[src/rtl/pcpi_gf_initiator_pkg.sv]
// rtl/pcpi_gf_initiator_pkg.sv - shared states, opcode constants and insn decode helper
package pcpi_gf_initiator_pkg;

  typedef enum logic [1:0] {
    ST_IDLE = 2'd0,
    ST_BUSY = 2'd1,
    ST_RESP = 2'd2
  } state_e;

  localparam logic [6:0] OPCODE_R = 7'b0110011;
  localparam logic [6:0] FUNCT7_R = 7'b0000001;
  localparam logic [6:0] FUNCT7_G = 7'b0000100;

  localparam logic [2:0] F3_CLMUL   = 3'd0;
  localparam logic [2:0] F3_CLMULH  = 3'd2;
  localparam logic [2:0] F3_GLWIDTH = 3'd4;
  localparam logic [2:0] F3_GFRED   = 3'd1;

  // True for R-type instructions in the M or GF extension space.
  function automatic logic insn_supported(input logic [31:0] insn);
    return (insn[6:0] == OPCODE_R) &&
           ((insn[31:25] == FUNCT7_R) || (insn[31:25] == FUNCT7_G));
  endfunction

endpackage

[src/rtl/pcpi_timeout_ctr.sv]
// rtl/pcpi_timeout_ctr.sv - loadable down-counter flagging the decrement that reaches zero
module pcpi_timeout_ctr #(
  parameter int unsigned LOAD_VAL = 16
) (
  input  logic clk,
  input  logic resetn,
  input  logic load_i,
  input  logic dec_i,
  output logic zero_o
);

  localparam int unsigned CW = $clog2(LOAD_VAL + 1);

  logic [CW-1:0] cnt_q;
  logic [CW-1:0] cnt_d;

  // Load wins over decrement; the count never wraps below zero.
  always_comb begin
    cnt_d = cnt_q;
    if (load_i) begin
      cnt_d = CW'(LOAD_VAL);
    end else if (dec_i && (cnt_q != '0)) begin
      cnt_d = cnt_q - CW'(1);
    end
  end

  // Count register.
  always_ff @(posedge clk or negedge resetn) begin
    if (!resetn) begin
      cnt_q <= '0;
    end else begin
      cnt_q <= cnt_d;
    end
  end

  // Flags the cycle whose decrement brings the count to zero, so the owner
  // can leave on that same edge rather than one cycle later.
  assign zero_o = dec_i && !load_i && (cnt_q == CW'(1));

endmodule

[src/rtl/pcpi_gf_initiator.sv]
// rtl/pcpi_gf_initiator.sv - command/response front end issuing PCPI requests (optional PCPI_GF_INITIATOR_INSN_FILTER_EN)
module pcpi_gf_initiator
  import pcpi_gf_initiator_pkg::*;
#(
  parameter int unsigned DATA_WIDTH     = 32,
  parameter int unsigned TIMEOUT_CYCLES = 16
) (
  input  logic                  clk,
  input  logic                  resetn,
  input  logic                  cmd_valid,
  output logic                  cmd_ready,
  input  logic [31:0]           cmd_insn,
  input  logic [DATA_WIDTH-1:0] cmd_rs1,
  input  logic [DATA_WIDTH-1:0] cmd_rs2,
  output logic                  rsp_valid,
  input  logic                  rsp_ready,
  output logic [DATA_WIDTH-1:0] rsp_data,
  output logic                  rsp_wr,
  output logic                  rsp_err,
  output logic                  pcpi_valid,
  output logic [31:0]           pcpi_insn,
  output logic [DATA_WIDTH-1:0] pcpi_rs1,
  output logic [DATA_WIDTH-1:0] pcpi_rs2,
  input  logic                  pcpi_wr,
  input  logic [DATA_WIDTH-1:0] pcpi_rd,
  input  logic                  pcpi_wait,
  input  logic                  pcpi_ready
);

  state_e                state_q, state_d;
  logic [31:0]           insn_q, insn_d;
  logic [DATA_WIDTH-1:0] rs1_q, rs1_d;
  logic [DATA_WIDTH-1:0] rs2_q, rs2_d;
  logic [DATA_WIDTH-1:0] rsp_data_q, rsp_data_d;
  logic                  rsp_wr_q, rsp_wr_d;
  logic                  rsp_err_q, rsp_err_d;
  logic                  live_q;

  logic accept;
  logic busy;
  logic ctr_load;
  logic ctr_dec;
  logic expired;

  // cmd_ready depends only on registered state, never on cmd_valid.
  assign cmd_ready = live_q && (state_q == ST_IDLE);
  assign accept    = cmd_ready && cmd_valid;
  assign busy      = (state_q == ST_BUSY);

  // Any pcpi_wait cycle means the responder has claimed the insn, so restart.
  assign ctr_load = accept || (busy && pcpi_wait);
  assign ctr_dec  = busy && !pcpi_wait && !pcpi_ready;

  pcpi_timeout_ctr #(
    .LOAD_VAL (TIMEOUT_CYCLES)
  ) u_timeout_ctr (
    .clk    (clk),
    .resetn (resetn),
    .load_i (ctr_load),
    .dec_i  (ctr_dec),
    .zero_o (expired)
  );

  // Next-state and response capture; pcpi_ready outranks the timeout.
  always_comb begin
    state_d    = state_q;
    insn_d     = insn_q;
    rs1_d      = rs1_q;
    rs2_d      = rs2_q;
    rsp_data_d = rsp_data_q;
    rsp_wr_d   = rsp_wr_q;
    rsp_err_d  = rsp_err_q;
    case (state_q)
      ST_IDLE: begin
        if (accept) begin
          insn_d = cmd_insn;
          rs1_d  = cmd_rs1;
          rs2_d  = cmd_rs2;
`ifdef PCPI_GF_INITIATOR_INSN_FILTER_EN
          if (!insn_supported(cmd_insn)) begin
            state_d    = ST_RESP;
            rsp_data_d = '0;
            rsp_wr_d   = 1'b0;
            rsp_err_d  = 1'b1;
          end else begin
            state_d = ST_BUSY;
          end
`else
          state_d = ST_BUSY;
`endif
        end
      end
      ST_BUSY: begin
        if (pcpi_ready) begin
          state_d    = ST_RESP;
          rsp_data_d = pcpi_wr ? pcpi_rd : '0;
          rsp_wr_d   = pcpi_wr;
          rsp_err_d  = 1'b0;
        end else if (expired) begin
          state_d    = ST_RESP;
          rsp_data_d = '0;
          rsp_wr_d   = 1'b0;
          rsp_err_d  = 1'b1;
        end
      end
      ST_RESP: begin
        if (rsp_ready) begin
          state_d = ST_IDLE;
        end
      end
      default: state_d = ST_IDLE;
    endcase
  end

  // State and datapath registers; reset drops any in-flight command.
  always_ff @(posedge clk or negedge resetn) begin
    if (!resetn) begin
      state_q    <= ST_IDLE;
      insn_q     <= '0;
      rs1_q      <= '0;
      rs2_q      <= '0;
      rsp_data_q <= '0;
      rsp_wr_q   <= 1'b0;
      rsp_err_q  <= 1'b0;
    end else begin
      state_q    <= state_d;
      insn_q     <= insn_d;
      rs1_q      <= rs1_d;
      rs2_q      <= rs2_d;
      rsp_data_q <= rsp_data_d;
      rsp_wr_q   <= rsp_wr_d;
      rsp_err_q  <= rsp_err_d;
    end
  end

  // Holds cmd_ready low until the first clock edge after reset release.
  always_ff @(posedge clk or negedge resetn) begin
    if (!resetn) begin
      live_q <= 1'b0;
    end else begin
      live_q <= 1'b1;
    end
  end

  assign pcpi_valid = busy;
  assign pcpi_insn  = insn_q;
  assign pcpi_rs1   = rs1_q;
  assign pcpi_rs2   = rs2_q;
  assign rsp_valid  = (state_q == ST_RESP);
  assign rsp_data   = rsp_data_q;
  assign rsp_wr     = rsp_wr_q;
  assign rsp_err    = rsp_err_q;

endmodule
[config.mk]
export PLATFORM = sky130hd
export DESIGN_NAME = pcpi_gf_initiator
export DESIGN_NICKNAME = d
export VERILOG_FILES = /design/src/rtl/pcpi_gf_initiator_pkg.sv /design/src/rtl/pcpi_timeout_ctr.sv /design/src/rtl/pcpi_gf_initiator.sv
export SDC_FILE = /design/constraint.sdc
export NUM_CORES = 1
export LEC_CHECK = 0
export CAP_MARGIN = 0
export CORE_MARGIN = 3
export CORE_UTILIZATION = 35
export CTS_BUF_LIST = sky130_fd_sc_hd__clkbuf_8
export CTS_CLUSTER_SIZE = 28
export DETAILED_ROUTE_END_ITERATION = 7
export GPL_ROUTABILITY_DRIVEN = 1
export GPL_TIMING_DRIVEN = 0
export PLACE_DENSITY = 0.71
export RECOVER_POWER = 100
export SLEW_MARGIN = 20
export SYNTH_ARGS = -nofsm -noshare
export SYNTH_HDL_FRONTEND = slang
export SYNTH_SLANG_ARGS = --single-unit
[constraint.sdc]
create_clock -name clk -period 2.29 [get_ports clk]
set_input_delay 0.458 -clock clk [delete_from_list [all_inputs] [get_ports clk]]
set_output_delay 0.458 -clock clk [all_outputs]
set_load 0.01 [all_outputs]
# Yosys cells after proc, flatten, opt, wreduce, memory -nomap -nowiden
# Cells that the tools add are included.
# word_totals
romBits	0
n_memories	0
elab_cells	49
latch_bits	0
output_inout_bits	133
input_bits	135
reg_bits	138
ram_bits	0
# classes
n_mul	0
addsub	1
div_mod_pow	0
n_shift	0
n_reduce_logical	19
n_mux	14
bitwise	0
magnitude_cmp	0
n_eq_ne	6
# ops
operator	n
32-bit 2-to-1 mux	3
5-bit 2-to-1 mux	2
1-bit logical AND	8
2-bit 2-to-1 mux	4
2-bit case mux with 3 select lines	1
5-bit by 1-bit == test with 1-bit output, second input constant	1
5-bit nonzero test	1
5-bit by 1-bit subtractor with 5-bit output, second input constant	1
1-bit 2-to-1 mux	4
2-bit AND reduction	2
2-bit nonzero test	2
1-bit logical NOT	3
3-bit by 2-bit != test with 1-bit output, second input constant	1
3-bit AND reduction	1
2-bit by 1-bit == test with 1-bit output, second input constant	1
2-bit == test, second input constant	1
2-bit logical NOT	1
2-bit by 1-bit != test with 1-bit output, second input constant	1
2-bit != test, second input constant	1
1-bit logical OR	1

# Logic depth before layout (Yosys ltp)
# Gate-level depths: netlist of run 1.
# depth
word_depth	10
ltp_mapped	5
ltp_nobuf	5

# Hierarchy
# A second synthesis of run 1 with hierarchy kept.
# unflattened
hier_cells	325
area_unflattened_um2	5306.3
# modules_own_cells
mod	area_per_inst_um2	cells_per_inst	n_inst
pcpi_gf_initiator	5017.3	296	1
pcpi_timeout_ctr	289.0	29	1

# Least setup slack after synthesis of run 1
# No wires, ideal clock.
# synth_path
kind	input to register
from	in pcpi_wait
to	reg u_timeout_ctr.cnt_q[3]
path_buffers	1
required_time_ns	2.213
arrival_ns	1.717
stages	4
path_slack_ns	0.496
setup_time_ns	0.077
path_cell_list	or4b_1 buf_2 or4_1 a21oi_1
# synth_via
elab_chain_cells	5
elab_cells_between_ends	8
cone_classes	mux: 1; reduce/logical: 7
# synth_lines
item	line	text
from (decl)	pcpi_gf_initiator.sv:26	input logic pcpi_wait,
1-bit logical NOT	pcpi_gf_initiator.sv:52	assign ctr_dec = busy && !pcpi_wait && !pcpi_ready;
1-bit logical AND (2 in series)	pcpi_gf_initiator.sv:52	
1-bit logical AND	pcpi_timeout_ctr.sv:22	end else if (dec_i && (cnt_q != '0)) begin
2-bit nonzero test (no source line)	n/a	
to (signal assigned)	pcpi_timeout_ctr.sv:32	cnt_q <= cnt_d;
to (decl)	pcpi_timeout_ctr.sv:14	logic [CW-1:0] cnt_q;
# Several ways; a longest one is shown, not always the timed one.
# A chain may end at the register's enable or synchronous reset.

# Worst setup path in the final report of run 1
# layout_path
from	reg state_q[1]
to	out rsp_valid
# layout_via
elab_chain_cells	1
# layout_lines
item	line	text
from (decl)	pcpi_gf_initiator.sv:30	state_e state_q, state_d;
from (signal assigned)	pcpi_gf_initiator.sv:126	state_q <= state_d;
2-bit == test	pcpi_gf_initiator.sv:149	assign rsp_valid = (state_q == ST_RESP);
to (decl)	pcpi_gf_initiator.sv:15	output logic rsp_valid,
# No other way between the ends.

==> results of run 1 <==
per-layer routing:
layer  wire length [microns]  GRT usage (%)  vias to the layer above
met2                    7412          28.85                      177
met1                    5661          19.90                     2045
met3                    1557          8.455                       15
met4                     214          5.626                        0
met5                       0              0                        -
li1                        -              -                     1961
cell families after synthesis:
kind of cell             Yosys count  share of synthesized area (%)
flip-flops                       138                          63.79
AND/OR/NAND/NOR                   16                          2.080
AO/OA/AOI/OAI                     80                          9.221
buffers and inverters             60                          4.414
adder cells (fa/ha/maj)            2                         0.4621
other                              1                        0.06927
multiplexers                      96                          19.97
power groups by stage:
stage                     clock [mW]  combinational (mW)  sequential [mW]
after floorplan                    0                1.15             4.30
after global placement             0                3.92             3.87
after detailed placement           0                4.00             3.93
after CTS                       1.93                4.02             3.89
after global routing            2.05                3.92             3.96
final                           1.87                3.62             3.84
final cells by class:
cell class	count	area share [%]
sequential	138	39.62
inverter	37	1.593
buffer	22	1.134
timing repair buffer	269	31.02
clock buffer	21	3.316
tap	184	2.641
clock inverter	11	0.9043
multi-input combinational	195	19.75
antenna	1	0.02871
timing repair:
item	CTS	global route
resized for setup	3	2
setup endpoints to repair	20	19
endpoints found under the hold margin	44	0
hold buffers	1	0
synth_stat cells:
cell type / n
o21ai_0: 35
o31ai_1: 1
or3_1: 3
nor4bb_1: 1
or4_1: 2
a22o_1: 1
nand2b_1: 2
nor2_1: 2
buf_2: 11
nor3b_1: 1
mux2_1: 5
a31oi_1: 1
ha_1: 2
nor4b_1: 1
or4b_1: 1
nor2b_1: 1
o41ai_1: 1
nor4_1: 1
clkbuf_1: 12
and4b_1: 1
inv_1: 37
conb_1: 1
o21bai_1: 1
dfrtp_1: 138
a22oi_1: 32
mux2_2: 91
a21o_1: 2
a21oi_1: 6
state kept, by name, summed over array words and instances, names as in the netlist:
signal and count:
rsp_wr 1, pcpi_rs2 32, live_q 1, pcpi_rs1 32
rsp_data 32, rsp_err 1, pcpi_insn 32, state_q 2
u_timeout_ctr.cnt_q 5
critical path: cells and delay by family (launching register included):
family / cells / cell delay, ns
buffers and inverters: 1 / 0.59
flip-flops: 1 / 0.43
AND/OR/NAND/NOR: 1 / 0.22
through the flow:
step	power, mW	area (sq um)	setup TNS [ns]	worst slack (ns)
2_1_floorplan	5.444	5414	0	0.4959
3_3_place_gp	7.792	8317	-648.85	-4.598
3_5_place_dp	7.924	8349	-19.00	-0.4567
4_1_cts	9.831	8727	0	0.06211
5_1_grt	9.927	8717	0	0.01412
6_report	9.324	8717	0	0.1497
path summary, 6_finish.rpt:
| path | start | endpoint | slack [ns] | cells after the start |
|---|---|---|---|---|
| hold / removal | pcpi_rs1[24] | pcpi_rs1[24] | 0.49 | 1 |
| setup reg to reg | state_q[1] | pcpi_rs1[14] | 0.24 | 5 |
| setup / recovery | state_q[1] | rsp_valid | 0.15 | 2 |
| max in group asynchronous | resetn | rsp_data[2] | 0.47 | 3 |
| hold reg to reg | pcpi_rs1[24] | pcpi_rs1[24] | 0.49 | 1 |
| min in group asynchronous | resetn | pcpi_rs1[0] | 0.79 | 2 |
==> flow_summary.json, run 1 <==
{
  "status": "finished clean",
  "worst_slew_pin_slew_ns": 1.158,
  "post-route-min-period_ns": 2.140,
  "drt-total-wl_microns": 14850,
  "fin_cells": 878,
  "switching_share_pct": 31.14,
  "leakage_nw": 3.747,
  "area_delta_synth_final_pct": 61.01,
  "cp-end-kind": "output pin",
  "clock-root-buffer": "clkbuf_8",
  "rsz0062_at_grt": "no",
  "wl_per_cell_microns": 16.91,
  "core_area_sq_um": 14810,
  "ir_drop_v": 0.0005329,
  "io_pins": 268,
  "nFillCells": 1197,
  "syn_nets": 530,
  "grt_pass1_vias": 4543,
  "nets": 817,
  "critPathMaxStageDelay_ns": 0.59,
  "finClkSkew_ns": 0.01317,
  "regArea_sq_um": 3453,
  "cts_setup_buffers": 0,
  "relSlewSlack_pct": 22.81,
  "final_core_util_pct": 58.86,
  "multi_input_area_sq_um": 1722,
  "hold_path_class": "reg2reg",
  "critical_path.cell_chain": "nor2b_1, clkdlybuf4s50_1",
  "drv_cap": 0,
  "overflow": 0,
  "vias_per_cell": 4.781,
  "drc": 0,
  "clk_path_buf_depth": 2,
  "yosys.area.top_type": "dfrtp_1",
  "dpl.hpwl_microns": 11220,
  "synth.area.top_cells": "dfrtp_1, mux2_2, a22oi_1, o21ai_0, inv_1",
  "p_seq_share_pct": 41.2,
  "p_comb_share_pct": 38.8,
  "slew_violations": 0,
  "clock.fmax_ghz": 0.4672,
  "die_area_sq_um": 17000,
  "startpoint_type": "register",
  "antenna_found_initial": 1,
  "crit_slowest_cell": "clkdlybuf4s50_1",
  "internal_power_mw": 6.420,
  "grt_max_degree": 95,
  "drive_above_1_share_pct": 19.05,
  "min_period_over_period_pct": 93.46,
  "hold_violations": 0,
  "routabilityCongestion": 0.7767,
  "die_x_microns": 130.4,
  "cellPowerDensity_nw_per_um2": 1070,
  "critical_path.max_fanout": 6,
  "cts_buffers": 17,
  "dp_cells": 845,
  "ys_seq_area_share_pct": 63.79,
  "drt_pass1_iterations": 4,
  "drt-initial-drc-count": 168,
  "grt.total_usage_pct": 17.40,
  "netlist_area_sq_um": 5414,
  "crit_arrival_ns": 1.68,
  "num_rows": 44,
  "synth-seq-cells": 138,
  "cts_tree": "done",
  "clk_latency_ns": 0.44,
  "postSynthAreaPerCell_sq_um": 13.78,
  "clk_pin_slew_ns": 0.08,
  "required_ns": 1.83,
  "setup_violations": 0,
  "vias": 4198,
  "ys_warn_count": 0,
  "crit_type": "reg2out",
  "ys_types": 28,
  "start_util_pct": 36.56,
  "clkPwrFrac_pct": 20.0,
  "switchingPower_mw": 2.904,
  "htreeDepth": 4,
  "grt_pass1_wl_microns": 23030,
  "final_common_cell": "dfrtp_1",
  "final_cell_mix": "dfrtp_1, clkdlybuf4s50_1, dlygate4sd3_1, mux2_2, inv_1",
  "fp.dieH_microns": 130.4,
  "synth_top_area_share_pct": 63.79,
  "antenna_left": 0,
  "holdWs_ns": 0.4895,
  "syn_inst": 393,
  "cts.sinks": 138,
  "io_buffer_count": 267
}
No activity file was read; power rests on OpenSTA's default activity.
==> run 2, diff against run 1 <==
--- a/config.mk
+++ b/config.mk
@@ -11,7 +11,7 @@
 export CTS_BUF_LIST = sky130_fd_sc_hd__clkbuf_8
 export CTS_CLUSTER_SIZE = 28
 export DETAILED_ROUTE_END_ITERATION = 7
-export GPL_ROUTABILITY_DRIVEN = 1
+export GPL_ROUTABILITY_DRIVEN = 0
 export GPL_TIMING_DRIVEN = 0
 export PLACE_DENSITY = 0.71
 export RECOVER_POWER = 100
==> results of run 2 <==
Final layout, timing and power as in run 1 (identical DEF).
==> run 3, diff against run 2 <==
--- a/config.mk
+++ b/config.mk
@@ -8,14 +8,14 @@
 export CAP_MARGIN = 0
 export CORE_MARGIN = 3
 export CORE_UTILIZATION = 35
-export CTS_BUF_LIST = sky130_fd_sc_hd__clkbuf_8
+export CTS_BUF_LIST = sky130_fd_sc_hd__clkbuf_2 sky130_fd_sc_hd__clkbuf_4 sky130_fd_sc_hd__clkbuf_8
 export CTS_CLUSTER_SIZE = 28
 export DETAILED_ROUTE_END_ITERATION = 7
+export DONT_BUFFER_PORTS = 1
 export GPL_ROUTABILITY_DRIVEN = 0
 export GPL_TIMING_DRIVEN = 0
-export PLACE_DENSITY = 0.71
+export PLACE_DENSITY = 0.49
 export RECOVER_POWER = 100
-export SLEW_MARGIN = 20
 export SYNTH_ARGS = -nofsm -noshare
 export SYNTH_HDL_FRONTEND = slang
 export SYNTH_SLANG_ARGS = --single-unit
==> flow_summary.json, run 3 (synthesized netlist as in run 1, its figures left out) <==
{
  "die_x_microns": 130.4,
  "clk_path_buf_depth": 2,
  "cellPowerDensity_nw_per_um2": 1292,
  "crit_slowest_cell": "dfrtp_1",
  "drive_above_1_share_pct": 31.13,
  "relSlewSlack_pct": 43.28,
  "rsz0062_at_grt": "no",
  "crit_arrival_ns": 2.38,
  "leakage_nw": 2.687,
  "wl_per_cell_microns": 20.24,
  "switching_share_pct": 33.53,
  "finalInstanceArea_sq_um": 6038,
  "cp-startpoint": "state_q[1]",
  "setup_violations": 0,
  "io_pins": 268,
  "clk_latency_ns": 0.43,
  "start_util_pct": 36.56,
  "report.power.total_mw": 7.803,
  "cts.sinks": 138,
  "cp.depth": 5,
  "drt_pass1_iterations": 5,
  "final_common_cell": "dfrtp_1",
  "die_area_sq_um": 17000,
  "io_buffer_count": 0,
  "cts_tree": "done",
  "cts_buffers": 17,
  "holdWs_ns": -0.2895,
  "core_area_sq_um": 14810,
  "nets": 549,
  "critPathCapture": "pcpi_rs1[16]",
  "grt_pass1_vias": 3365,
  "overflow": 0,
  "rr_worst_depth": 5,
  "path_buf_inv": 3,
  "cp-end-kind": "register",
  "failed_checks": "negative hold slack",
  "num_antenna_cells": 0,
  "cp_common_cell": "buf_2",
  "htreeDepth": 4,
  "clock-root-buffer": "clkbuf_8",
  "post-route-min-period_ns": 2.071,
  "drt-total-wl_microns": 12310,
  "slew_violations": 0,
  "grt_pass1_wl_microns": 18200,
  "critical_path.cell_chain": "nor4bb_1, buf_2, buf_2, buf_2, mux2_2",
  "vias_per_cell": 5.197,
  "rr_startpoint": "state_q[1]",
  "finClkSkew_ns": 0.009803,
  "drv_cap": 0,
  "drc": 0,
  "crit_family": "buffers and inverters",
  "hold_path_class": "in2async",
  "r2r_slack_ns": 0.22,
  "clkPwrFrac_pct": 25.4,
  "required_ns": 2.60,
  "fp.dieH_microns": 130.4,
  "hold_violations": 138,
  "antenna_left": 0,
  "switchingPower_mw": 2.617,
  "worst_slew_pin_slew_ns": 0.8390,
  "clk_pin_slew_ns": 0.08,
  "regToRegEndpoint": "pcpi_rs1[16]",
  "final_core_util_pct": 40.77,
  "clock.fmax_ghz": 0.4829,
  "dpl.hpwl_microns": 8761,
  "critical_path.max_fanout": 10,
  "internal_power_mw": 5.186,
  "p_seq_share_pct": 57.8,
  "antenna_found_initial": 0,
  "status": "finished with violations",
  "critPathMaxStageDelay_ns": 0.44,
  "grt.total_usage_pct": 14.06,
  "area_delta_synth_final_pct": 11.53,
  "startpoint_type": "register",
  "num_rows": 44,
  "drt-initial-drc-count": 143,
  "ir_drop_v": 0.0005718,
  "p_comb_share_pct": 16.8,
  "final_cell_mix": "dfrtp_1, mux2_2, inv_1, o21ai_0, a22oi_1",
  "min_period_over_period_pct": 90.43,
  "vias": 3160,
  "grt_max_degree": 139,
  "crit_type": "reg2reg",
  "dpl_cell_area_sq_um": 5644
}
-- run 3: cell count changes in the layout (fill, tap and decap cells not counted), moves of 2 or more --
cell	before	now
buf_2	1	10
clkbuf_2	7	0
clkbuf_4	2	0
clkdlybuf4s50_1	134	0
clkinv_2	6	4
clkinvlp_4	1	3
dlygate4sd3_1	132	0
inv_1	39	37
-- run 3: worst reg2reg max path, delay by kind of cell (launching register included) --
kind          cells  cell delay [ns]
buf+inv           3             0.88
flops             1             0.44
mux               1             0.37
simple gates      1             0.28
-- run 3: layer usage --
layer / vias up / part of all wire [%] / track usage, %
met5: - / 0 / 0
met4: 0 / 1.3 / 5.203
met3: 12 / 11 / 7.683
met2: 156 / 51 / 22.21
met1: 1579 / 37 / 16.19
li1: 1413 / - / -
-- run 3: power by group through the flow --
stage                     registers, mW  logic, mW  clock network, mW
after global routing               4.65       1.49               2.18
after CTS                          4.54       1.33               2.06
after floorplan                    4.30       1.15                  0
after detailed placement           4.57       1.34                  0
final                              4.51       1.31               1.98
after global placement             4.58       1.27                  0
-- run 3: metrics by stage --
| stage | instances | TNS, ns | setup slack [ns] |
|---|---|---|---|
| 6_report | 608 | 0 | 0.2193 |
| 5_1_grt | 608 | 0 | 0.002793 |
| 4_1_cts | 608 | 0 | 0.1103 |
| 3_5_place_dp | 577 | -1.550 | -0.09420 |
| 3_3_place_gp | 577 | -0.9568 | -0.06155 |
| 2_1_floorplan | 393 | 0 | 0.4959 |
-- run 3: cell type report --
cell class                      count  area [sq um]
Clock inverter                     11         120.1
Tap cell                          184         230.2
Clock buffer                       20         275.3
Inverter                           37         138.9
Multi-Input combinational cell    195          1722
Sequential cell                   138          3453
Buffer                             23         98.84
Fill cell                        1370          8771
-- run 3: how the worst min path moves through the flow --
stage	startpoint	end	cells after the start
after global placement	resetn	pcpi_insn[25]	0
final	resetn	pcpi_insn[5]	0
after detailed placement	resetn	pcpi_insn[25]	0
after floorplan	resetn	live_q	0
after CTS	resetn	pcpi_insn[25]	0
after global routing	resetn	pcpi_insn[25]	0
-- run 3: repair_timing --
action | CTS | global route
gates resized for setup | 1 | 1
endpoints found under the hold margin | 138 | 138
endpoints found under the setup margin | 19 | 19
buffers inserted | 0 | 0
pin swaps | 0 | 0
